File: src/rtl/mc_ctrl_pkg.sv
// Shared definitions for the multi-cycle control FSM.
// Holds opcode/func constants, state and class enums, ctrl bit indices and mux encodings.
package mc_ctrl_pkg;

    localparam logic [3:0] OP_BNE = 4'd0;
    localparam logic [3:0] OP_BEQ = 4'd1;
    localparam logic [3:0] OP_BGZ = 4'd2;
    localparam logic [3:0] OP_BLZ = 4'd3;
    localparam logic [3:0] OP_ADI = 4'd4;
    localparam logic [3:0] OP_ORI = 4'd5;
    localparam logic [3:0] OP_LHI = 4'd6;
    localparam logic [3:0] OP_LWD = 4'd7;
    localparam logic [3:0] OP_SWD = 4'd8;
    localparam logic [3:0] OP_JMP = 4'd9;
    localparam logic [3:0] OP_JAL = 4'd10;
    localparam logic [3:0] OP_ALU = 4'd15;

    localparam logic [5:0] FN_JPR = 6'd25;
    localparam logic [5:0] FN_JRL = 6'd26;
    localparam logic [5:0] FN_WWD = 6'd28;
    localparam logic [5:0] FN_HLT = 6'd29;

    typedef enum logic [2:0] {
        S_IF   = 3'd0,
        S_ID   = 3'd1,
        S_EX   = 3'd2,
        S_MEM  = 3'd3,
        S_WB   = 3'd4,
        S_HALT = 3'd5
    } state_e;

    typedef enum logic [3:0] {
        CLS_NOP  = 4'd0,
        CLS_ALU  = 4'd1,
        CLS_IMM  = 4'd2,
        CLS_LWD  = 4'd3,
        CLS_SWD  = 4'd4,
        CLS_BR   = 4'd5,
        CLS_JUMP = 4'd6,
        CLS_WWD  = 4'd7,
        CLS_HLT  = 4'd8
    } cls_e;

    // ctrl bundle layout; multi-bit fields are 2 bits wide starting at *_LO
    localparam int unsigned CTRL_PC_WRITE  = 0;
    localparam int unsigned CTRL_IR_WRITE  = 1;
    localparam int unsigned CTRL_MEM_READ  = 2;
    localparam int unsigned CTRL_MEM_WRITE = 3;
    localparam int unsigned CTRL_IORD      = 4;
    localparam int unsigned CTRL_REG_WRITE = 5;
    localparam int unsigned CTRL_OUT_EN    = 6;
    localparam int unsigned CTRL_PC_SRC_LO = 7;
    localparam int unsigned CTRL_WB_SRC_LO = 9;
    localparam int unsigned CTRL_DEST_LO   = 11;
    localparam int unsigned CTRL_NUM       = 13;

    localparam logic [1:0] PC_SRC_PC1    = 2'd0;
    localparam logic [1:0] PC_SRC_TARGET = 2'd1;
    localparam logic [1:0] PC_SRC_REG    = 2'd2;
    localparam logic [1:0] PC_SRC_BRANCH = 2'd3;

    localparam logic [1:0] WB_SRC_ALU = 2'd0;
    localparam logic [1:0] WB_SRC_MEM = 2'd1;
    localparam logic [1:0] WB_SRC_PC  = 2'd2;

    localparam logic [1:0] DEST_RD = 2'd0;
    localparam logic [1:0] DEST_RT = 2'd1;
    localparam logic [1:0] DEST_R2 = 2'd2;

endpackage

File: src/rtl/mc_control_fsm_decode.sv
// Combinational decode of the IR into an instruction class plus branch outcome.
// Anything not recognised decodes to CLS_NOP.
module mc_ctrl_decode
    import mc_ctrl_pkg::*;
#(
    parameter int WORD_SIZE = 16
) (
    input  logic [WORD_SIZE-1:0] inst_i,
    input  logic [WORD_SIZE-1:0] bcond_i,
    output logic [3:0]           cls_o,
    output logic                 jmp_reg_o,
    output logic                 link_o,
    output logic                 br_taken_o
);

    logic [3:0] opcode;
    logic [5:0] func;
    logic       bc_zero;
    logic       bc_neg;
    logic       unused_inst_bits;

    assign opcode           = inst_i[WORD_SIZE-1:WORD_SIZE-4];
    assign func             = inst_i[5:0];
    assign bc_zero          = (bcond_i == '0);
    assign bc_neg           = bcond_i[WORD_SIZE-1];
    assign unused_inst_bits = ^inst_i[WORD_SIZE-5:6];

    always_comb begin
        cls_o      = CLS_NOP;
        jmp_reg_o  = 1'b0;
        link_o     = 1'b0;
        br_taken_o = 1'b0;
        case (opcode)
            OP_ALU: begin
                if (func < 6'd8) begin
                    cls_o = CLS_ALU;
                end else begin
                    case (func)
                        FN_JPR: begin cls_o = CLS_JUMP; jmp_reg_o = 1'b1; end
                        FN_JRL: begin cls_o = CLS_JUMP; jmp_reg_o = 1'b1; link_o = 1'b1; end
                        FN_WWD: cls_o = CLS_WWD;
                        FN_HLT: cls_o = CLS_HLT;
                        default: cls_o = CLS_NOP;
                    endcase
                end
            end
            OP_ADI, OP_ORI, OP_LHI: cls_o = CLS_IMM;
            OP_LWD: cls_o = CLS_LWD;
            OP_SWD: cls_o = CLS_SWD;
            OP_BNE: begin cls_o = CLS_BR; br_taken_o = !bc_zero; end
            OP_BEQ: begin cls_o = CLS_BR; br_taken_o = bc_zero; end
            OP_BGZ: begin cls_o = CLS_BR; br_taken_o = !bc_neg && !bc_zero; end
            OP_BLZ: begin cls_o = CLS_BR; br_taken_o = bc_neg; end
            OP_JMP: cls_o = CLS_JUMP;
            OP_JAL: begin cls_o = CLS_JUMP; link_o = 1'b1; end
            default: cls_o = CLS_NOP;
        endcase
    end

endmodule

File: src/rtl/mc_control_fsm.sv
// Multi-cycle CPU control FSM: sequencing, control bundle and retired-instruction counter.
// Define MEM_HANDSHAKE_EN to make IF and MEM wait for mem_ready.
module mc_control_fsm
    import mc_ctrl_pkg::*;
#(
    parameter int WORD_SIZE = 16,
    parameter int CNT_WIDTH = 16
) (
    input  logic                 clk,
    input  logic                 reset_n,
    input  logic [WORD_SIZE-1:0] inst,
    input  logic [WORD_SIZE-1:0] bcond,
    input  logic                 mem_ready,
    output logic [CTRL_NUM-1:0]  ctrl,
    output logic [2:0]           state_o,
    output logic [CNT_WIDTH-1:0] num_inst,
    output logic                 is_halted
);

    state_e               state_q, state_d;
    logic [CNT_WIDTH-1:0] cnt_q;
    logic                 halted_q;
    logic [CTRL_NUM-1:0]  ctrl_c;
    logic [3:0]           cls_raw;
    cls_e                 cls;
    logic                 jmp_reg, link, br_taken;
    logic                 mem_done;
    logic                 retire;

`ifdef MEM_HANDSHAKE_EN
    assign mem_done = mem_ready;
`else
    logic unused_mem_ready;
    assign unused_mem_ready = mem_ready;
    assign mem_done         = 1'b1;
`endif

    mc_ctrl_decode #(
        .WORD_SIZE(WORD_SIZE)
    ) u_decode (
        .inst_i    (inst),
        .bcond_i   (bcond),
        .cls_o     (cls_raw),
        .jmp_reg_o (jmp_reg),
        .link_o    (link),
        .br_taken_o(br_taken)
    );

    assign cls = cls_e'(cls_raw);

    always_ff @(posedge clk) begin
        if (!reset_n) state_q <= S_IF;
        else          state_q <= state_d;
    end

    always_comb begin
        state_d = state_q;
        case (state_q)
            S_IF: if (mem_done) state_d = S_ID;
            S_ID: begin
                case (cls)
                    CLS_ALU, CLS_IMM, CLS_LWD, CLS_SWD, CLS_BR: state_d = S_EX;
                    CLS_HLT: state_d = S_HALT;
                    default: state_d = S_IF;
                endcase
            end
            S_EX: begin
                case (cls)
                    CLS_LWD, CLS_SWD: state_d = S_MEM;
                    CLS_BR:           state_d = S_IF;
                    default:          state_d = S_WB;
                endcase
            end
            S_MEM: if (mem_done) state_d = (cls == CLS_LWD) ? S_WB : S_IF;
            S_WB:   state_d = S_IF;
            S_HALT: state_d = S_HALT;
            default: state_d = S_IF;
        endcase
    end

    // An instruction retires when any non-IF state hands over to IF or HALT
    assign retire = (state_q != S_IF) && (state_q != S_HALT) &&
                    ((state_d == S_IF) || (state_d == S_HALT));

    always_ff @(posedge clk) begin
        if (!reset_n) begin
            cnt_q    <= '0;
            halted_q <= 1'b0;
        end else begin
            if (retire)            cnt_q    <= cnt_q + 1'b1;
            if (state_d == S_HALT) halted_q <= 1'b1;
        end
    end

    always_comb begin
        ctrl_c = '0;
        if (reset_n) begin
            case (state_q)
                S_IF: begin
                    ctrl_c[CTRL_MEM_READ]              = 1'b1;
                    ctrl_c[CTRL_IR_WRITE]              = mem_done;
                    ctrl_c[CTRL_PC_WRITE]              = mem_done;
                    ctrl_c[CTRL_PC_SRC_LO +: 2]        = PC_SRC_PC1;
                end
                S_ID: begin
                    if (cls == CLS_JUMP) begin
                        ctrl_c[CTRL_PC_WRITE]          = 1'b1;
                        ctrl_c[CTRL_PC_SRC_LO +: 2]    = jmp_reg ? PC_SRC_REG : PC_SRC_TARGET;
                        if (link) begin
                            ctrl_c[CTRL_REG_WRITE]     = 1'b1;
                            ctrl_c[CTRL_WB_SRC_LO +: 2] = WB_SRC_PC;
                            ctrl_c[CTRL_DEST_LO +: 2]  = DEST_R2;
                        end
                    end
                    ctrl_c[CTRL_OUT_EN]                = (cls == CLS_WWD);
                end
                S_EX: begin
                    if (cls == CLS_BR && br_taken) begin
                        ctrl_c[CTRL_PC_WRITE]          = 1'b1;
                        ctrl_c[CTRL_PC_SRC_LO +: 2]    = PC_SRC_BRANCH;
                    end
                end
                S_MEM: begin
                    ctrl_c[CTRL_IORD]                  = 1'b1;
                    ctrl_c[CTRL_MEM_READ]              = (cls == CLS_LWD);
                    ctrl_c[CTRL_MEM_WRITE]             = (cls == CLS_SWD);
                end
                S_WB: begin
                    ctrl_c[CTRL_REG_WRITE]             = 1'b1;
                    ctrl_c[CTRL_WB_SRC_LO +: 2]        = (cls == CLS_LWD) ? WB_SRC_MEM : WB_SRC_ALU;
                    ctrl_c[CTRL_DEST_LO +: 2]          = (cls == CLS_ALU) ? DEST_RD : DEST_RT;
                end
                default: ctrl_c = '0;
            endcase
        end
    end

    assign ctrl      = ctrl_c;
    assign state_o   = state_q;
    assign num_inst  = cnt_q;
    assign is_halted = halted_q;

endmodule

File: config.mk
export PLATFORM = sky130hd
export DESIGN_NAME = mc_control_fsm
export DESIGN_NICKNAME = d
export VERILOG_FILES = /design/src/rtl/mc_ctrl_pkg.sv /design/src/rtl/mc_control_fsm_decode.sv /design/src/rtl/mc_control_fsm.sv
export SDC_FILE = /design/constraint.sdc
export NUM_CORES = 1
export LEC_CHECK = 0
export ABC_AREA = 1
export CAP_MARGIN = 20
export CORE_UTILIZATION = 25
export DETAILED_ROUTE_END_ITERATION = 6
export GPL_TIMING_DRIVEN = 0
export SYNTH_ARGS = -nofsm -noshare
export SYNTH_HDL_FRONTEND = slang
export SYNTH_SLANG_ARGS = --single-unit
export TNS_END_PERCENT = 100
File: constraint.sdc
create_clock -name clk -period 2.2 [get_ports clk]
set_clock_uncertainty 0.05 [all_clocks]
set_input_delay 0.44 -clock clk [delete_from_list [all_inputs] [get_ports clk]]
set_output_delay 0.44 -clock clk [all_outputs]
set_load 0.01 [all_outputs]
==> impl_metrics.csv, run 1 <==
group,metric,value,unit
run_status,run_status,"finished with violations",
run_status,failed_checks,"setup timing",
cts,path_clk_slew,0.08,ns
cts,postCtsHoldBufs,0,
global_routing,grt.total_usage,15.0,%
route,antenna_left,0,
global_routing,antenna_found_initial,0,
cells_and_area,final_layout_size_suffix_gt1_share,29.9,%
sta,worst_pin_slew,0.529,ns
sta,setup_violations,3,
worst_hold_path,min_path_type,"reg -> reg",
global_routing,grt_pass1_wl,7960,um
logic_synthesis,yosys_warnings,0,
cts,cts_max_level,1,
route,dr.pass1.iters,4,
die,die_w,82.6,um
sta,post-route-period-util,104,%
cts,cts_buffers,3,
worst_setup_path,cp.required,1.71,ns
sta,relSlewSlack,64.7,%
logic_synthesis,yosys_register_bits,20,
sta,report.final.slew_viol_count,0,
worst_setup_path,end_kind,"primary output",
cts,cts_sinks,20,
worst_setup_path,cp.arrival,1.80,ns
logic_synthesis,synth_top_flop_cell,"dfxtp_1",
cts,clockBufferDepth,2,
route,vias,1957,
cells_and_area,diodes,0,
worst_setup_path,cp-start-kind,"input pin",
global_routing,grt_overflow_total,0,
route,drt-total-wl,4990,um
global_routing,grt_pass1_vias,1747,
job,maxCapViolCount,0,
place,place_congestion,0.846,
route,wire_per_inst,11.7,um
sta,min_period,2.29,ns
global_routing,grt_max_degree,12,
logic_synthesis,synth_area_per_cell,5.97,um^2
cts,clkLatencyLatePin,0.26,ns
cells_and_area,syn2layout_area_growth,55.1,%
cts,cts_tree,"yes",
logic_synthesis,synth_nets,308,
place,io_buffers,60,
logic_synthesis,ys_types,29,
logic_synthesis,ys_seq_area_share,24.7,%
cells_and_area,final_common_cell,"nand2_1",
power_and_ir_drop,ir_drop,0.178,mV
die,initial_core_util,26.6,%
worst_setup_path,path_class,"in -> out",
sta,hold_viol,0,
cells_and_area,post-route-util,41.3,%
logic_synthesis,synth_edf_count,0,
cells_and_area,final_cell_mix,"nand2_1, inv_1, nor2_1",
worst_setup_path,cp_max_fo,4,
sta,fmaxAchievable,436,MHz
logic_synthesis,synthArstFlopShare,0,%
power_and_ir_drop,power_leakage,1.12,nW
die,num_io_pins,68,
route,drcViolationCount,0,
logic_synthesis,synthesis.instances,272,
die,die_h,82.6,um
die,coreArea,6100,um^2
die,die_area,6820,um^2
sta,rsz0062_at_grt,"yes",
logic_synthesis,syn-cell-area,1620,um^2
place,place_hpwl,3560,um
route,drt_iter0_drc,49,
power_and_ir_drop,power_density,384,nW/um^2
die,rows,28,
route,avgViaCountPerCell,4.59,
cts,cts-root-buf,"clkbuf_8",
power_and_ir_drop,p_total,0.967,mW
sta,finalWorstSetupSlack,-0.0943,ns
cells_and_area,final_nets,388,
[registers in the layout, summed over array words and instances (netlist names)]
signal     flops
is_halted      1
num_inst      16
state_o        3
[synth_stat cells, drive strengths merged, types with 2 or more instances]
| cell type | count | share of area, % |
|---|---|---|
| a21oi | 23 | 7.6 |
| a31oi | 3 | 1.2 |
| buf | 4 | 2.4 |
| clkbuf | 2 | 0.46 |
| dfxtp | 20 | 25 |
| inv | 35 | 8.1 |
| nand2 | 75 | 19 |
| nand3 | 29 | 9.6 |
| nand4 | 7 | 3.1 |
| nor2 | 41 | 10 |
| nor3 | 6 | 1.9 |
| o21ai | 8 | 2.5 |
| or2 | 2 | 0.77 |
| xnor2 | 6 | 3.2 |
| xor2 | 8 | 4.3 |
[worst max-delay path, stage by stage]
cell	delay [ns]
clkdlybuf4s15_1	0.22
inv_1	0.09
nand2_1	0.06
nand2_2	0.08
nand2_1	0.05
nand2_1	0.07
nand2_2	0.06
nand2_2	0.07
nand4_1	0.08
a21o_1	0.23
a31oi_2	0.18
buf_2	0.16
[routing by layer]
layer / track usage (%) / wire [um]
met1: 20.1 / 2330
met5: 0 / 0
met2: 25.4 / 2500
met3: 1.98 / 127
met4: 3.62 / 34
[path summary, 6_finish.rpt]
check,start,endpoint,slack (ns),depth (start not counted)
worst max-delay path,inst[0],ctrl[7],-0.09,12
worst min-delay path,num_inst[15],num_inst[15],0.44,2
worst max register to register,state_o[2],num_inst[3],0.21,12
worst min register to register,num_inst[15],num_inst[15],0.44,2
[logic make-up after synthesis]
| logic type | count (synthesis) | synth area share [%] |
|---|---|---|
| DFF | 20 | 24.7 |
| buffers and inverters | 41 | 10.9 |
| xor gates and xnor gates | 14 | 7.56 |
| AOI/OAI and AO/OA | 35 | 11.6 |
| and+or+nand+nor | 161 | 44.4 |
| adders and majority gates | 1 | 0.771 |
[power breakdown]
group / internal [mW] / total (mW) / switching, mW
clock network: 0.160 / 0.290 / 0.130
registers: 0.369 / 0.379 / 0.0103
logic: 0.125 / 0.298 / 0.173
total: 0.654 / 0.967 / 0.313
[final cells by class]
cell class / count / area, um^2
buffer: 5 / 43.8
clock buffer: 4 / 55.1
fill: 667 / 3580
inverter: 35 / 131
multi-input combinational: 211 / 1180
sequential: 20 / 403
tap: 75 / 93.8
timing repair buffer: 76 / 612
[repair_timing]
action / CTS / global route
resized for setup: 120 / 59
endpoints found under the setup margin: 29 / 25
pin swaps: 32 / 20
setup buffers: 7 / 9
[metrics by stage]
step	cell area (um^2)	hold WS (ns)	cells	TNS, ns	setup WS, ns
after floorplan	1620	0.455	272	0	0.218
after global placement	2320	0.429	407	-14.36	-0.946
after detailed placement	2320	0.417	407	-14.54	-0.942
after CTS	2390	0.443	417	-0.226	-0.125
after global routing	2520	0.463	426	-0.703	-0.203
final	2520	0.442	426	-0.193	-0.0943
Note: power is estimated with default switching activity, not from simulation.
==> run 2, diff against run 1 <==
--- a/config.mk
+++ b/config.mk
@@ -10,6 +10,7 @@
 export CORE_UTILIZATION = 25
 export DETAILED_ROUTE_END_ITERATION = 6
 export GPL_TIMING_DRIVEN = 0
+export SETUP_SLACK_MARGIN = 0.02
 export SYNTH_ARGS = -nofsm -noshare
 export SYNTH_HDL_FRONTEND = slang
 export SYNTH_SLANG_ARGS = --single-unit
==> run 2 against run 1 <==
The run still ends with setup timing left. Global-route usage hardly changed. Sequential power hardly changed. Die area stayed put. Worst setup slack better by 0.0097 ns. Sequential share of layout area is 0.087 points lower. Via count is 0.77% higher. Power is 0.41% higher. Final cell count is 0.23% higher. Critical path type is now reg -> out. Largest cell class unchanged. Largest power group unchanged. Highest routed layer unchanged.
==> impl_metrics.csv, run 2 (same netlist as run 1, synthesis figures left out) <==
group,metric,value,unit
die,rows,28,
worst_setup_path,cp.arrival,1.79,ns
place,io_buffers,60,
route,drt-total-wl,5050,um
cells_and_area,largest_reg_flops,16,
worst_setup_path,endpoint,"ctrl[7]",
cts,clockBufferDepth,2,
cts,cts_tree,"yes",
route,avgViaCountPerCell,4.62,
global_routing,grt_pass1_wl,7980,um
global_routing,antenna_found_initial,0,
cells_and_area,final_common_cell,"nand2_1",
place,placed_cells,407,
cells_and_area,syn2layout_area_growth,56.0,%
die,die_h,82.6,um
cts,cts_sinks,20,
route,drcViolationCount,0,
cts,clkLatencyLatePin,0.26,ns
sta,finalWorstSetupSlack,-0.0846,ns
worst_setup_path,r2r_end,"num_inst[3]",
power_and_ir_drop,ir_drop,0.178,mV
run_status,failed_checks,"setup timing",
worst_setup_path,cp-start-kind,"register",
route,dr.pass1.iters,4,
cells_and_area,final_cell_mix,"nand2_1, inv_1, nor2_1",
worst_hold_path,min_path_type,"reg -> reg",
cts,path_clk_slew,0.08,ns
cells_and_area,post-route-util,41.5,%
route,vias,1972,
place,pre_cts_ws,-0.942,ns
route,wire_per_inst,11.8,um
job,maxCapViolCount,0,
cts,cts_max_level,1,
run_status,run_status,"finished with violations",
global_routing,grt_pass1_vias,1753,
place,place_hpwl,3560,um
sta,rsz0062_at_grt,"yes",
cells_and_area,final_layout_size_suffix_gt1_share,30.7,%
worst_setup_path,cp.required,1.71,ns
sta,worst_pin_slew,0.529,ns
sta,setup_violations,3,
cts,cts_buffers,3,
sta,report.final.slew_viol_count,0,
sta,hold_viol,0,
worst_setup_path,crit_path_start,"state_o[0]",
cells_and_area,final_cells,427,
cells_and_area,final_nets,389,
worst_setup_path,reg2reg_slack,0.22,ns
sta,fmaxAchievable,438,MHz
route,antenna_left,0,
power_and_ir_drop,power_density,384,nW/um^2
die,num_io_pins,68,
sta,min_period,2.28,ns
die,coreArea,6100,um^2
worst_setup_path,end_kind,"primary output",
cells_and_area,final_cell_area,2530,um^2
cells_and_area,diodes,0,
sta,relSlewSlack,64.7,%
place,placed_cell_area,2320,um^2
worst_setup_path,rr_worst_depth,12,
global_routing,grt_overflow_total,0,
cells_and_area,nFillCells,669,
die,initial_core_util,26.6,%
global_routing,grt.total_usage,15.0,%
worst_setup_path,path_class,"reg -> out",
cts,cts-root-buf,"clkbuf_8",
worst_setup_path,cp_max_fo,5,
power_and_ir_drop,power_leakage,1.11,nW
die,die_area,6820,um^2
die,die_w,82.6,um
worst_setup_path,timing.rr.start,"state_o[2]",
place,place_congestion,0.846,
route,drt_iter0_drc,83,
sta,post-route-period-util,104,%
global_routing,grt_max_degree,12,
run 2: cell count changes in the layout (fill, tap and decap cells not counted):
cell             before  now
clkdlybuf4s15_1       1    0
dlymetal6s2s_1        1    0
buf_6                 9   11
nor3_2                1    2
dlygate4sd2_1         2    3
nor3_1                5    4
run 2: routing by layer:
layer	global-route usage [%]	part of all wire, %
met3	1.98	3.0
met1	20.2	46
met5	0	0
met2	25.4	51
met4	3.62	0.67
run 2: worst min path at each step:
stage	from	depth (start not counted)	end	slack [ns]
finish	num_inst[15]	2	num_inst[15]	0.44
global placement	num_inst[15]	2	num_inst[15]	0.43
floorplan	num_inst[15]	2	num_inst[15]	0.46
detailed placement	is_halted	2	is_halted	0.42
global route	num_inst[15]	2	num_inst[15]	0.46
CTS	is_halted	2	is_halted	0.44
run 2: power by group:
part / switching [mW] / internal [mW] / total, mW
combinational: 0.174 / 0.127 / 0.301
sequential: 0.0103 / 0.369 / 0.379
clock: 0.130 / 0.160 / 0.290
total: 0.315 / 0.656 / 0.971
run 2: what timing repair did:
action	4_1_cts	5_1_grt
setup buffers	7	10
pin swaps	32	20
resized for setup	125	58
endpoints found under the setup margin	29	26
hold buffers	0	0
run 2: area by class of cell:
cell class | count | area (um^2) | share of cell area (%)
clock buffers | 4 | 55.1 | 2.17
repair buffers | 77 | 621 | 24.5
plain buffers | 5 | 43.8 | 1.73
well taps | 75 | 93.8 | 3.71
flip-flops and latches | 20 | 403 | 15.9
inverters | 35 | 131 | 5.19
multi-input cells | 211 | 1180 | 46.8
run 2: critical path: stages (launching register included):
cell,delay [ns]
dfxtp_2,0.36
inv_1,0.08
nor2_2,0.12
inv_1,0.12
nor2_4,0.16
nand4_1,0.11
a21o_1,0.23
a31oi_2,0.18
buf_2,0.16
run 2: metrics by stage:
stage	TNS (ns)	hold WS (ns)	power, mW
after floorplan	0	0.455	0.539
after global placement	-14.36	0.429	0.655
after detailed placement	-14.54	0.417	0.657
after CTS	-0.226	0.443	0.943
after global routing	-0.704	0.463	1.02
final	-0.178	0.442	0.971
